`src/rtl/mem_port_arbiter_pkg.sv`:
```
// Shared types and constants for the unified-memory port arbiter.
package mem_arb_pkg;

    localparam int DEF_AW         = 16;
    localparam int DEF_DW         = 16;
    localparam int STARVE_W       = 4;
    localparam int STARVE_MAX_LIM = 15;

    typedef enum logic [2:0] {
        IDLE,
        BUSY_IF,
        BUSY_DM,
        RESP_IF,
        RESP_DM
    } arb_state_t;

    typedef enum logic {
        GNT_IF,
        GNT_DM
    } gnt_src_t;

    // Clamp the starvation threshold into the range the 4-bit counter can represent.
    function automatic logic [STARVE_W-1:0] starve_bound(input int v);
        if (v < 1)
            return STARVE_W'(1);
        else if (v > STARVE_MAX_LIM)
            return STARVE_W'(STARVE_MAX_LIM);
        else
            return STARVE_W'(v);
    endfunction

endpackage

```
`src/rtl/mem_port_arbiter_if.sv`:
```
// Request/acknowledge bus between the arbiter (master) and the single-ported memory (slave).
interface mem_port_arbiter_if
    import mem_arb_pkg::*;
#(
    parameter int AW = DEF_AW,
    parameter int DW = DEF_DW
);
    logic          mem_req;
    logic          mem_we;
    logic [AW-1:0] mem_addr;
    logic [DW-1:0] mem_wdata;
    logic [DW-1:0] mem_rdata;
    logic          mem_ack;

    modport master (
        output mem_req,
        output mem_we,
        output mem_addr,
        output mem_wdata,
        input  mem_rdata,
        input  mem_ack
    );

    modport slave (
        input  mem_req,
        input  mem_we,
        input  mem_addr,
        input  mem_wdata,
        output mem_rdata,
        output mem_ack
    );
endinterface

```
`src/rtl/mem_port_arbiter_starve_ctr.sv`:
```
// Counts consecutive data-port wins over a waiting fetch; sat tells the arbiter fetch must win.
module mem_arb_starve_ctr
    import mem_arb_pkg::*;
#(
    parameter logic [STARVE_W-1:0] MAX = 4'd4
) (
    input  logic                clk,
    input  logic                rst,
    input  logic                inc,
    input  logic                clr,
    output logic [STARVE_W-1:0] cnt,
    output logic                sat
);

    always_ff @(posedge clk) begin
        if (rst)
            cnt <= '0;
        else if (clr)
            cnt <= '0;
        else if (inc && cnt != {STARVE_W{1'b1}})
            cnt <= cnt + STARVE_W'(1);
    end

    assign sat = (cnt >= MAX);

endmodule

```
`src/rtl/mem_port_arbiter.sv`:
```
// Arbitrates fetch and load/store access to one single-ported unified memory.
// Optional MEM_ARB_PERF_EN adds saturating stall-cycle counters if_wait_cnt / dm_wait_cnt.
module mem_port_arbiter
    import mem_arb_pkg::*;
#(
    parameter int AW         = DEF_AW,
    parameter int DW         = DEF_DW,
    parameter int STARVE_MAX = 4
) (
    input  logic          clk,
    input  logic          rst,

    input  logic          if_req,
    input  logic [AW-1:0] if_addr,
    input  logic          if_kill,
    input  logic          hlt,
    output logic [DW-1:0] if_rdata,
    output logic          if_valid,
    output logic          if_stall,

    input  logic          dm_re,
    input  logic          dm_we,
    input  logic [AW-1:0] dm_addr,
    input  logic [DW-1:0] dm_wdata,
    output logic [DW-1:0] dm_rdata,
    output logic          dm_valid,
    output logic          dm_stall,

    mem_port_arbiter_if.master mem
`ifdef MEM_ARB_PERF_EN
    ,
    output logic [15:0]   if_wait_cnt,
    output logic [15:0]   dm_wait_cnt
`endif
);

    localparam logic [STARVE_W-1:0] STARVE_LIM = starve_bound(STARVE_MAX);

    arb_state_t          state;
    gnt_src_t            gnt_sel;
    logic                grant;
    logic                kill_flag;
    logic                if_valid_q;
    logic                dm_pend;
    logic                if_elig;
    logic                starve_inc;
    logic                starve_clr;
    logic                starve_sat;
    logic [STARVE_W-1:0] starve_cnt;

    assign dm_pend = dm_re | dm_we;
    assign if_elig = if_req & ~if_kill & ~hlt;

    // Data wins unless the starve counter has reached its limit; then a waiting fetch goes first.
    always_comb begin
        grant   = 1'b0;
        gnt_sel = GNT_IF;
        if (state == IDLE) begin
            if (dm_pend && !starve_sat) begin
                grant   = 1'b1;
                gnt_sel = GNT_DM;
            end else if (if_elig) begin
                grant   = 1'b1;
                gnt_sel = GNT_IF;
            end
        end
    end

    assign starve_inc = grant && (gnt_sel == GNT_DM) && if_elig;
    assign starve_clr = (state == IDLE) && (!if_elig || (grant && gnt_sel == GNT_IF));

    mem_arb_starve_ctr #(
        .MAX (STARVE_LIM)
    ) u_starve_ctr (
        .clk (clk),
        .rst (rst),
        .inc (starve_inc),
        .clr (starve_clr),
        .cnt (starve_cnt),
        .sat (starve_sat)
    );

    always_ff @(posedge clk) begin
        if (rst) begin
            state         <= IDLE;
            kill_flag     <= 1'b0;
            mem.mem_req   <= 1'b0;
            mem.mem_we    <= 1'b0;
            mem.mem_addr  <= '0;
            mem.mem_wdata <= '0;
            if_rdata      <= '0;
            dm_rdata      <= '0;
            if_valid_q    <= 1'b0;
            dm_valid      <= 1'b0;
        end else begin
            if_valid_q <= 1'b0;
            dm_valid   <= 1'b0;
            unique case (state)
                IDLE: begin
                    if (grant && gnt_sel == GNT_DM) begin
                        state         <= BUSY_DM;
                        mem.mem_req   <= 1'b1;
                        mem.mem_we    <= dm_we;
                        mem.mem_addr  <= dm_addr;
                        mem.mem_wdata <= dm_wdata;
                    end else if (grant) begin
                        state         <= BUSY_IF;
                        mem.mem_req   <= 1'b1;
                        mem.mem_we    <= 1'b0;
                        mem.mem_addr  <= if_addr;
                    end
                end
                // A killed fetch still runs to its ack so the memory sees a complete transaction.
                BUSY_IF: begin
                    if (mem.mem_ack) begin
                        mem.mem_req <= 1'b0;
                        kill_flag   <= 1'b0;
                        if (kill_flag || if_kill) begin
                            state <= IDLE;
                        end else begin
                            if_rdata   <= mem.mem_rdata;
                            if_valid_q <= 1'b1;
                            state      <= RESP_IF;
                        end
                    end else if (if_kill) begin
                        kill_flag <= 1'b1;
                    end
                end
                BUSY_DM: begin
                    if (mem.mem_ack) begin
                        mem.mem_req <= 1'b0;
                        dm_rdata    <= mem.mem_rdata;
                        dm_valid    <= 1'b1;
                        state       <= RESP_DM;
                    end
                end
                RESP_IF: state <= IDLE;
                RESP_DM: state <= IDLE;
                default: state <= IDLE;
            endcase
        end
    end

    assign if_valid = if_valid_q & ~if_kill;
    assign if_stall = if_req & ~if_valid;
    assign dm_stall = dm_pend & ~dm_valid;

`ifdef MEM_ARB_PERF_EN
    always_ff @(posedge clk) begin
        if (rst) begin
            if_wait_cnt <= '0;
            dm_wait_cnt <= '0;
        end else begin
            if (if_stall && if_wait_cnt != 16'hFFFF)
                if_wait_cnt <= if_wait_cnt + 16'd1;
            if (dm_stall && dm_wait_cnt != 16'hFFFF)
                dm_wait_cnt <= dm_wait_cnt + 16'd1;
        end
    end
`endif

endmodule

```
`src/flat_wrapper.sv`:
```
// flat-port wrapper written by rule: the top's interface ports become plain ports
module mem_port_arbiter_flat import mem_arb_pkg::*;
#(
    parameter int AW         = DEF_AW,
    parameter int DW         = DEF_DW,
    parameter int STARVE_MAX = 4
)
  (clk, rst, if_req, if_addr, if_kill, hlt, if_rdata, if_valid, if_stall, dm_re, dm_we, dm_addr, dm_wdata, dm_rdata, dm_valid, dm_stall, mem_mem_req, mem_mem_we, mem_mem_addr, mem_mem_wdata, mem_mem_rdata, mem_mem_ack);
  mem_port_arbiter_if #(.AW(AW), .DW(DW)) mem_i ();
  input  logic clk;
  input  logic rst;
  input  logic if_req;
  input  logic [AW-1:0] if_addr;
  input  logic if_kill;
  input  logic hlt;
  output logic [DW-1:0] if_rdata;
  output logic if_valid;
  output logic if_stall;
  input  logic dm_re;
  input  logic dm_we;
  input  logic [AW-1:0] dm_addr;
  input  logic [DW-1:0] dm_wdata;
  output logic [DW-1:0] dm_rdata;
  output logic dm_valid;
  output logic dm_stall;
  output wire logic [$bits(mem_i.mem_req)-1:0] mem_mem_req;
  output wire logic [$bits(mem_i.mem_we)-1:0] mem_mem_we;
  output wire logic [$bits(mem_i.mem_addr)-1:0] mem_mem_addr;
  output wire logic [$bits(mem_i.mem_wdata)-1:0] mem_mem_wdata;
  input wire logic [$bits(mem_i.mem_rdata)-1:0] mem_mem_rdata;
  input wire logic [$bits(mem_i.mem_ack)-1:0] mem_mem_ack;
  assign mem_mem_req = mem_i.mem_req;
  assign mem_mem_we = mem_i.mem_we;
  assign mem_mem_addr = mem_i.mem_addr;
  assign mem_mem_wdata = mem_i.mem_wdata;
  assign mem_i.mem_rdata = mem_mem_rdata;
  assign mem_i.mem_ack = mem_mem_ack;
  mem_port_arbiter #(.AW(AW), .DW(DW), .STARVE_MAX(STARVE_MAX)) u_core (.clk(clk), .rst(rst), .if_req(if_req), .if_addr(if_addr), .if_kill(if_kill), .hlt(hlt), .if_rdata(if_rdata), .if_valid(if_valid), .if_stall(if_stall), .dm_re(dm_re), .dm_we(dm_we), .dm_addr(dm_addr), .dm_wdata(dm_wdata), .dm_rdata(dm_rdata), .dm_valid(dm_valid), .dm_stall(dm_stall), .mem(mem_i));
endmodule
```
`config.mk`:
```
export PLATFORM = sky130hd
export DESIGN_NAME = mem_port_arbiter_flat
export DESIGN_NICKNAME = d
export VERILOG_FILES = /design/src/rtl/mem_port_arbiter_pkg.sv /design/src/rtl/mem_port_arbiter_if.sv /design/src/rtl/mem_port_arbiter_starve_ctr.sv /design/src/rtl/mem_port_arbiter.sv /design/src/flat_wrapper.sv
export SDC_FILE = /design/constraint.sdc
export NUM_CORES = 1
export LEC_CHECK = 0
export ABC_AREA = 1
export BUFFER_PORTS_ARGS = -buffer_cell sky130_fd_sc_hd__buf_4
export CAP_MARGIN = 20
export CORE_UTILIZATION = 47
export CTS_CLUSTER_DIAMETER = 30
export DETAILED_ROUTE_END_ITERATION = 10
export HOLD_SLACK_MARGIN = 0.12
export PLACE_DENSITY_LB_ADDON = 0.05
export SLEW_MARGIN = 10
export SYNTH_ARGS = -nofsm -noshare
export SYNTH_HDL_FRONTEND = slang
export SYNTH_SLANG_ARGS = --single-unit
```
`constraint.sdc`:
```
create_clock -name clk -period 1.5 [get_ports clk]
set_input_delay 0.225 -clock clk [delete_from_list [all_inputs] [get_ports clk]]
set_output_delay 0.225 -clock clk [all_outputs]
set_load 0.05 [all_outputs]
```
==> metrics.md, run 1 <==
| Metric | Value |
|---|---|
| DRC Markers | 0 |
| Diode count | 0 |
| Ys Warns | 0 |
| Mean Syn Cell Area | 7.47 µm² |
| Post-synth top area cell | dfxtp_1 |
| Post-DP HPWL | 5750 µm |
| Total negative slack | 0 ps |
| Drt initial violations | 98 |
| Final period utilization | 0.926 |
| Status | completed |
| Reg2reg setup slack | 110 ps |
| Worst-Margin Slew | 391 ps |
| DR WL/cell | 13.0 µm |
| Vias per cell | 4.87 |
| GPL Wtd Cong | 0.761 |
| Library cells used by synthesis | 26 |
| I/O Buffers | 141 |
| CP arrival | 1650 ps |
| Layout cells sized above 1 | 0.333 |
| Synthesized area | 0.00311 mm² |
| TritonCTS Sinks | 76 |
| Number of synthesized register bits | 76 |
| Tot GR Track Use | 0.260 |
| Leak | 2.32 nW |
| TritonRoute pass-1 iters | 5 |
| P per Cell Area | 1430 mW/mm² |
| Root Buffer | clkbuf_8 |
| Post-synth top area share | 0.489 |
| Max Buffers Root-to-Sink | 2 |
| Clk pin slew, worst setup/hold paths | 80 ps |
| First-pass GRT wire length | 14,700 µm |
| RSZ-0062 raised after global routing | false |
| FF/Latch Area | 0.00152 mm² |
| Hold Slack | 138 ps |
| CTS Buf Count | 9 |
| Vias in the first global route | 3,190 |
| Worst slew margin | 0.739 |
| Largest net degree at the start of global routing | 23 |
| Startpoint type of the worst setup path | register |
| Endpoints failing hold | 0 |
| Worst Hold Class | in2reg |
| Nets | 663 |
| Fill count | 484 |
| Multi-input gate area | 0.00136 mm² |
| Peak supply drop | 0.000847 V |
| Initial core utilization | 0.490 |
| Routed vias | 3,275 |
| Critical path class | reg2reg |
| CP Max Fanout | 11 |
| Crit. End Element | register |
| Post-place setup slack | 58.8 ps |
| Tmin final | 1390 ps |
| Critical Path RT | 1770 ps |
| Die span in y | 83.3 µm |
| Area contributors post-synth | dfxtp_1 (49%), nor2_1 (8.9%), nand2_1 (8.3%), o21ai_0 (6.8%), a21oi_1 (6.4%) |
| Syn-to-layout area delta | 54.5% |
| Clock latency on the worst-skew pair | 350 ps |
| TritonCTS clock tree | yes |
| Overall Power | 6.88 mW |
| Core Region | 0.00635 mm² |
| Fmax | 720 MHz |
| H-tree depth | 3 |
| Syn Inst Count | 416 |
| DP Cell Count | 625 |
| MaxCap Viol Count | 0 |
| Post-route insts no fill | 672 |
| Remaining Overflow, GRT | 0 |
| Worst Setup Slack, final | 111 ps |
| Final Slew Violations | 0 |
| Syn Nets | 489 |
| Routed Antenna Nets | 0 |
| Antenna violations before repair | 0 |
| IO Pins | 142 |
| Die width | 83.3 µm |
| Final Skew | 8.77 ps |
| Rows | 29 |
| Total wire length | 8740 µm |
| Die ar. | 0.00694 mm² |
| Post-synthesis sequential area ratio | 0.489 |
| Setup violators final | 0 |
[state kept, by name (all words and copies together) (netlist names)]
signal,cells
u_core.dm_rdata,16
u_core.if_rdata,16
u_core.mem.mem_addr,16
u_core.mem.mem_wdata,16
u_core.u_starve_ctr.cnt,4
u_core.state,3
u_core.dm_valid,1
u_core.if_valid_q,1
u_core.kill_flag,1
u_core.mem.mem_req,1
u_core.mem.mem_we,1
[worst max-delay path, stage by stage, from the launching register on]
cell and delay, ps:
dfxtp_1 370, nor2_4 160, nand2_2 120, nor2_8 210, buf_4 200, nand3_1 80, a21oi_1 180
[timing repair]
item	in CTS	in global routing
buffers inserted	0	2
resized for setup	0	1
hold buffers	29	0
setup endpoints to repair	0	17
endpoints found under the hold margin	29	0
[per-layer routing]
metal | up-vias | GRT usage | part of all wire
met1 | 1462 | 0.304 | 0.41
met2 | 128 | 0.443 | 0.49
met4 | 0 | 0.107 | 0.020
li1 | 1669 | - | -
met5 | - | 0 | 0
met3 | 16 | 0.0765 | 0.077
[layout make-up]
class	instances	share of cell area
timing repair buffer	183	0.302
clock inverter	6	0.0232
clock buffer	10	0.0286
inverter	34	0.0266
sequential	76	0.317
tap	77	0.0201
multi-input combinational	286	0.283
[cells in the mapped netlist]
| library cell | instances |
|---|---|
| nand3_2 | 2 |
| nand2_2 | 3 |
| or2_0 | 7 |
| clkbuf_2 | 1 |
| nor3_1 | 1 |
| dfxtp_1 | 76 |
| nor4_1 | 1 |
| nand3_1 | 21 |
| nor2_2 | 1 |
| nor2_4 | 4 |
| clkbuf_1 | 6 |
| buf_2 | 6 |
| nor2_8 | 1 |
| or2_2 | 9 |
| a21oi_1 | 40 |
| o21ai_0 | 42 |
| inv_2 | 4 |
| buf_1 | 1 |
| nor2_1 | 74 |
| buf_4 | 6 |
| o21ai_1 | 6 |
| nand2_4 | 2 |
| nand3b_1 | 2 |
| inv_1 | 30 |
| nand2_1 | 69 |
| ha_1 | 1 |
[cells by family (layout without fill, tap and decap cells)]
family / after synthesis / after routing / share of synthesized area
adders and majority gates: 1 / 1 / 0.00402
buffers and inverters: 54 / 233 / 0.0752
AOI/OAI and AO/OA: 88 / 88 / 0.142
DFF: 76 / 76 / 0.489
and+or+nand+nor: 197 / 197 / 0.290
[placed cells by master, fill, tap and decap left out, types with 2 or more instances in the layout]
cell / netlist / routed
nand2_1: 69 / 69
nand3_2: 2 / 2
o21ai_0: 42 / 42
inv_1: 30 / 30
nand2_4: 2 / 2
inv_2: 4 / 4
clkbuf_8: 0 / 10
or2_2: 9 / 9
nor2_4: 4 / 4
o21ai_1: 6 / 6
dfxtp_1: 76 / 76
nand3b_1: 2 / 2
nor2_2: 1 / 2
nand2_2: 3 / 3
dlygate4sd3_1: 0 / 29
nand3_1: 21 / 21
a21oi_1: 40 / 39
bufinv_16: 0 / 3
nor2_1: 74 / 73
or2_0: 7 / 7
buf_4: 6 / 153
[worst paths after layout]
path	from	cells after the start	to
worst max register to register	u_core.state[1]	6	u_core.if_rdata[12]
worst min-delay path	mem_mem_rdata[7]	3	u_core.dm_rdata[7]
worst max-delay path	u_core.state[1]	6	u_core.if_rdata[12]
worst min register to register	u_core.u_starve_ctr.cnt[3]	2	u_core.u_starve_ctr.cnt[3]
[through the flow]
stage	util	cell area [µm²]
2_1_floorplan	-	3120
3_3_place_gp	0.669	4250
3_5_place_dp	0.669	4250
4_1_cts	0.754	4790
5_1_grt	0.757	4800
6_report	0.757	4800
[power breakdown]
part | internal, mW | switching (mW) | total (mW)
Combinational | 0.811 | 1.71 | 2.52
Clock | 1.15 | 0.760 | 1.91
Sequential | 2.29 | 0.154 | 2.45
(Power assumes the default switching activity.)
==> run 2: changes to the inputs <==
MAX_ROUTING_LAYER = met4   (was unset)
==> metrics.md, run 2 (synthesis results as in run 1) <==
| Metric | Value |
|---|---|
| CP arrival | 1670 ps (was 1650 ps) |
| Placed cell areas | 0.00425 mm² (unchanged) |
| Layout cells sized above 1 | 0.333 (unchanged) |
| Tot GR Track Use | 0.267 (was 0.260) |
| Worst Hold Class | in2reg (unchanged) |
| TritonCTS Sinks | 76 (unchanged) |
| Diode count | 0 (unchanged) |
| Critical path class | reg2reg (unchanged) |
| Vias in the first global route | 3,192 (was 3,190) |
| Total wire length | 8740 µm (about the same) |
| Post-place setup slack | 58.8 ps (unchanged) |
| Clk pin slew, worst setup/hold paths | 80 ps (about the same) |
| Core Region | 0.00635 mm² (unchanged) |
| DP Cell Count | 625 (unchanged) |
| MaxCap Viol Count | 0 (unchanged) |
| Overall Power | 6.89 mW (was 6.88 mW) |
| Most common cell after layout, fill and taps aside | buf_4 (unchanged) |
| Rows | 29 (unchanged) |
| Status | completed (unchanged) |
| CTS Buf Count | 9 (unchanged) |
| Post-Layout Inst Area | 0.00480 mm² (unchanged) |
| Syn-to-layout area delta | 54.5% (unchanged) |
| Max Buffers Root-to-Sink | 2 (unchanged) |
| Final Skew | 9.33 ps (was 8.77 ps) |
| P per Cell Area | 1430 mW/mm² (about the same) |
| H-tree depth | 3 (unchanged) |
| Total negative slack | 0 ps (unchanged) |
| Die span in y | 83.3 µm (unchanged) |
| First-pass GRT wire length | 14,700 µm (about the same) |
| Routed vias | 3,305 (was 3,275) |
| RSZ-0062 raised after global routing | false (unchanged) |
| Fill count | 484 (unchanged) |
| TritonCTS clock tree | yes (unchanged) |
| Endpoints failing hold | 0 (unchanged) |
| Final Slew Violations | 0 (unchanged) |
| FF/Latch Area | 0.00152 mm² (unchanged) |
| Startpoint type of the worst setup path | register (unchanged) |
| IO Pins | 142 (unchanged) |
| Fmax | 715 MHz (was 720 MHz) |
| DR WL/cell | 13.0 µm (about the same) |
| Nets | 663 (unchanged) |
| Vias per cell | 4.92 (was 4.87) |
| Peak supply drop | 0.000847 V (about the same) |
| Clock latency on the worst-skew pair | 350 ps (about the same) |
| I/O Buffers | 141 (unchanged) |
| Drt initial violations | 109 (was 98) |
| Die ar. | 0.00694 mm² (unchanged) |
| GPL Wtd Cong | 0.771 (was 0.761) |
| Crit. End Element | register (unchanged) |
| Tmin final | 1400 ps (was 1390 ps) |
| DRC Markers | 0 (unchanged) |
| Final period utilization | 0.932 (was 0.926) |
| Setup violators final | 0 (unchanged) |
| Initial core utilization | 0.490 (unchanged) |
| Worst slew margin | 0.742 (was 0.739) |
| Post-DP HPWL | 5750 µm (unchanged) |
| Most frequent cells in the layout | buf_4 (153), dfxtp_1 (76), nor2_1 (73) (unchanged) |
| Worst Setup Slack, final | 101 ps (was 111 ps) |
| Leak | 2.32 nW (unchanged) |
| Largest net degree at the start of global routing | 23 (unchanged) |
| CP Max Fanout | 11 (unchanged) |
| Critical Path RT | 1770 ps (about the same) |
| Post-route insts no fill | 672 (unchanged) |
| TritonRoute pass-1 iters | 4 (was 5) |
| Multi-input gate area | 0.00136 mm² (unchanged) |
| Routed Antenna Nets | 0 (unchanged) |
| Remaining Overflow, GRT | 0 (unchanged) |
| Die width | 83.3 µm (unchanged) |
| Antenna violations before repair | 0 (unchanged) |
| Worst-Margin Slew | 386 ps (was 391 ps) |
| Root Buffer | clkbuf_8 (unchanged) |
[run 2: cell counts in the layout (fill, tap and decap cells not counted)]
Identical to the previous run, type by type.
[run 2: through the flow]
stage / utilization / hold WS [ps]
after floorplan: - / 294
after global routing: 0.757 / 125
after CTS: 0.754 / 126
final: 0.757 / 137
after global placement: 0.669 / 415
after detailed placement: 0.669 / 422
[run 2: worst max-delay path, cell delays in order (launching register included)]
cell     delay (ps)
dfxtp_1         370
nor2_4          160
nand2_2         120
nor2_8          220
buf_4           200
nand3_1          80
a21oi_1         180
[run 2: layout make-up]
type                    count  area share
multi-input cells         286       0.283
clock inverters             6      0.0232
inverters                  34      0.0266
flip-flops and latches     76       0.317
repair buffers            183       0.302
clock buffers              10      0.0286
well taps                  77      0.0201
[run 2: power breakdown]
part | switching, mW | leakage (nW) | internal (mW)
Sequential | 0.155 | 0.624 | 2.29
Clock | 0.762 | 0.122 | 1.15
Combinational | 1.71 | 1.58 | 0.811
[run 2: final timing paths]
kind                                            startpoint                         end  slack, ps  depth (start not counted)
worst max-delay path                       u_core.state[1]         u_core.if_rdata[12]        100                          6
worst min-delay path                      mem_mem_rdata[7]          u_core.dm_rdata[7]        140                          3
worst max register to register             u_core.state[1]         u_core.if_rdata[12]        100                          6
worst min register to register  u_core.u_starve_ctr.cnt[3]  u_core.u_starve_ctr.cnt[3]        430                          2
[run 2: repair_timing]
| item | in CTS | in global routing |
|---|---|---|
| hold buffers | 29 | 0 |
| resized for setup | 0 | 1 |
| endpoints found under the setup margin | 0 | 17 |
| endpoints found under the hold margin | 29 | 0 |
| buffers inserted | 0 | 2 |
[run 2: per-layer routing]
layer	vias to the layer above	routed length, µm	GRT usage
met1	1489	3720	0.309
li1	1670	-	-
met4	0	208	0.107
met5	-	0	-
met2	124	4270	0.443
met3	22	539	0.0696
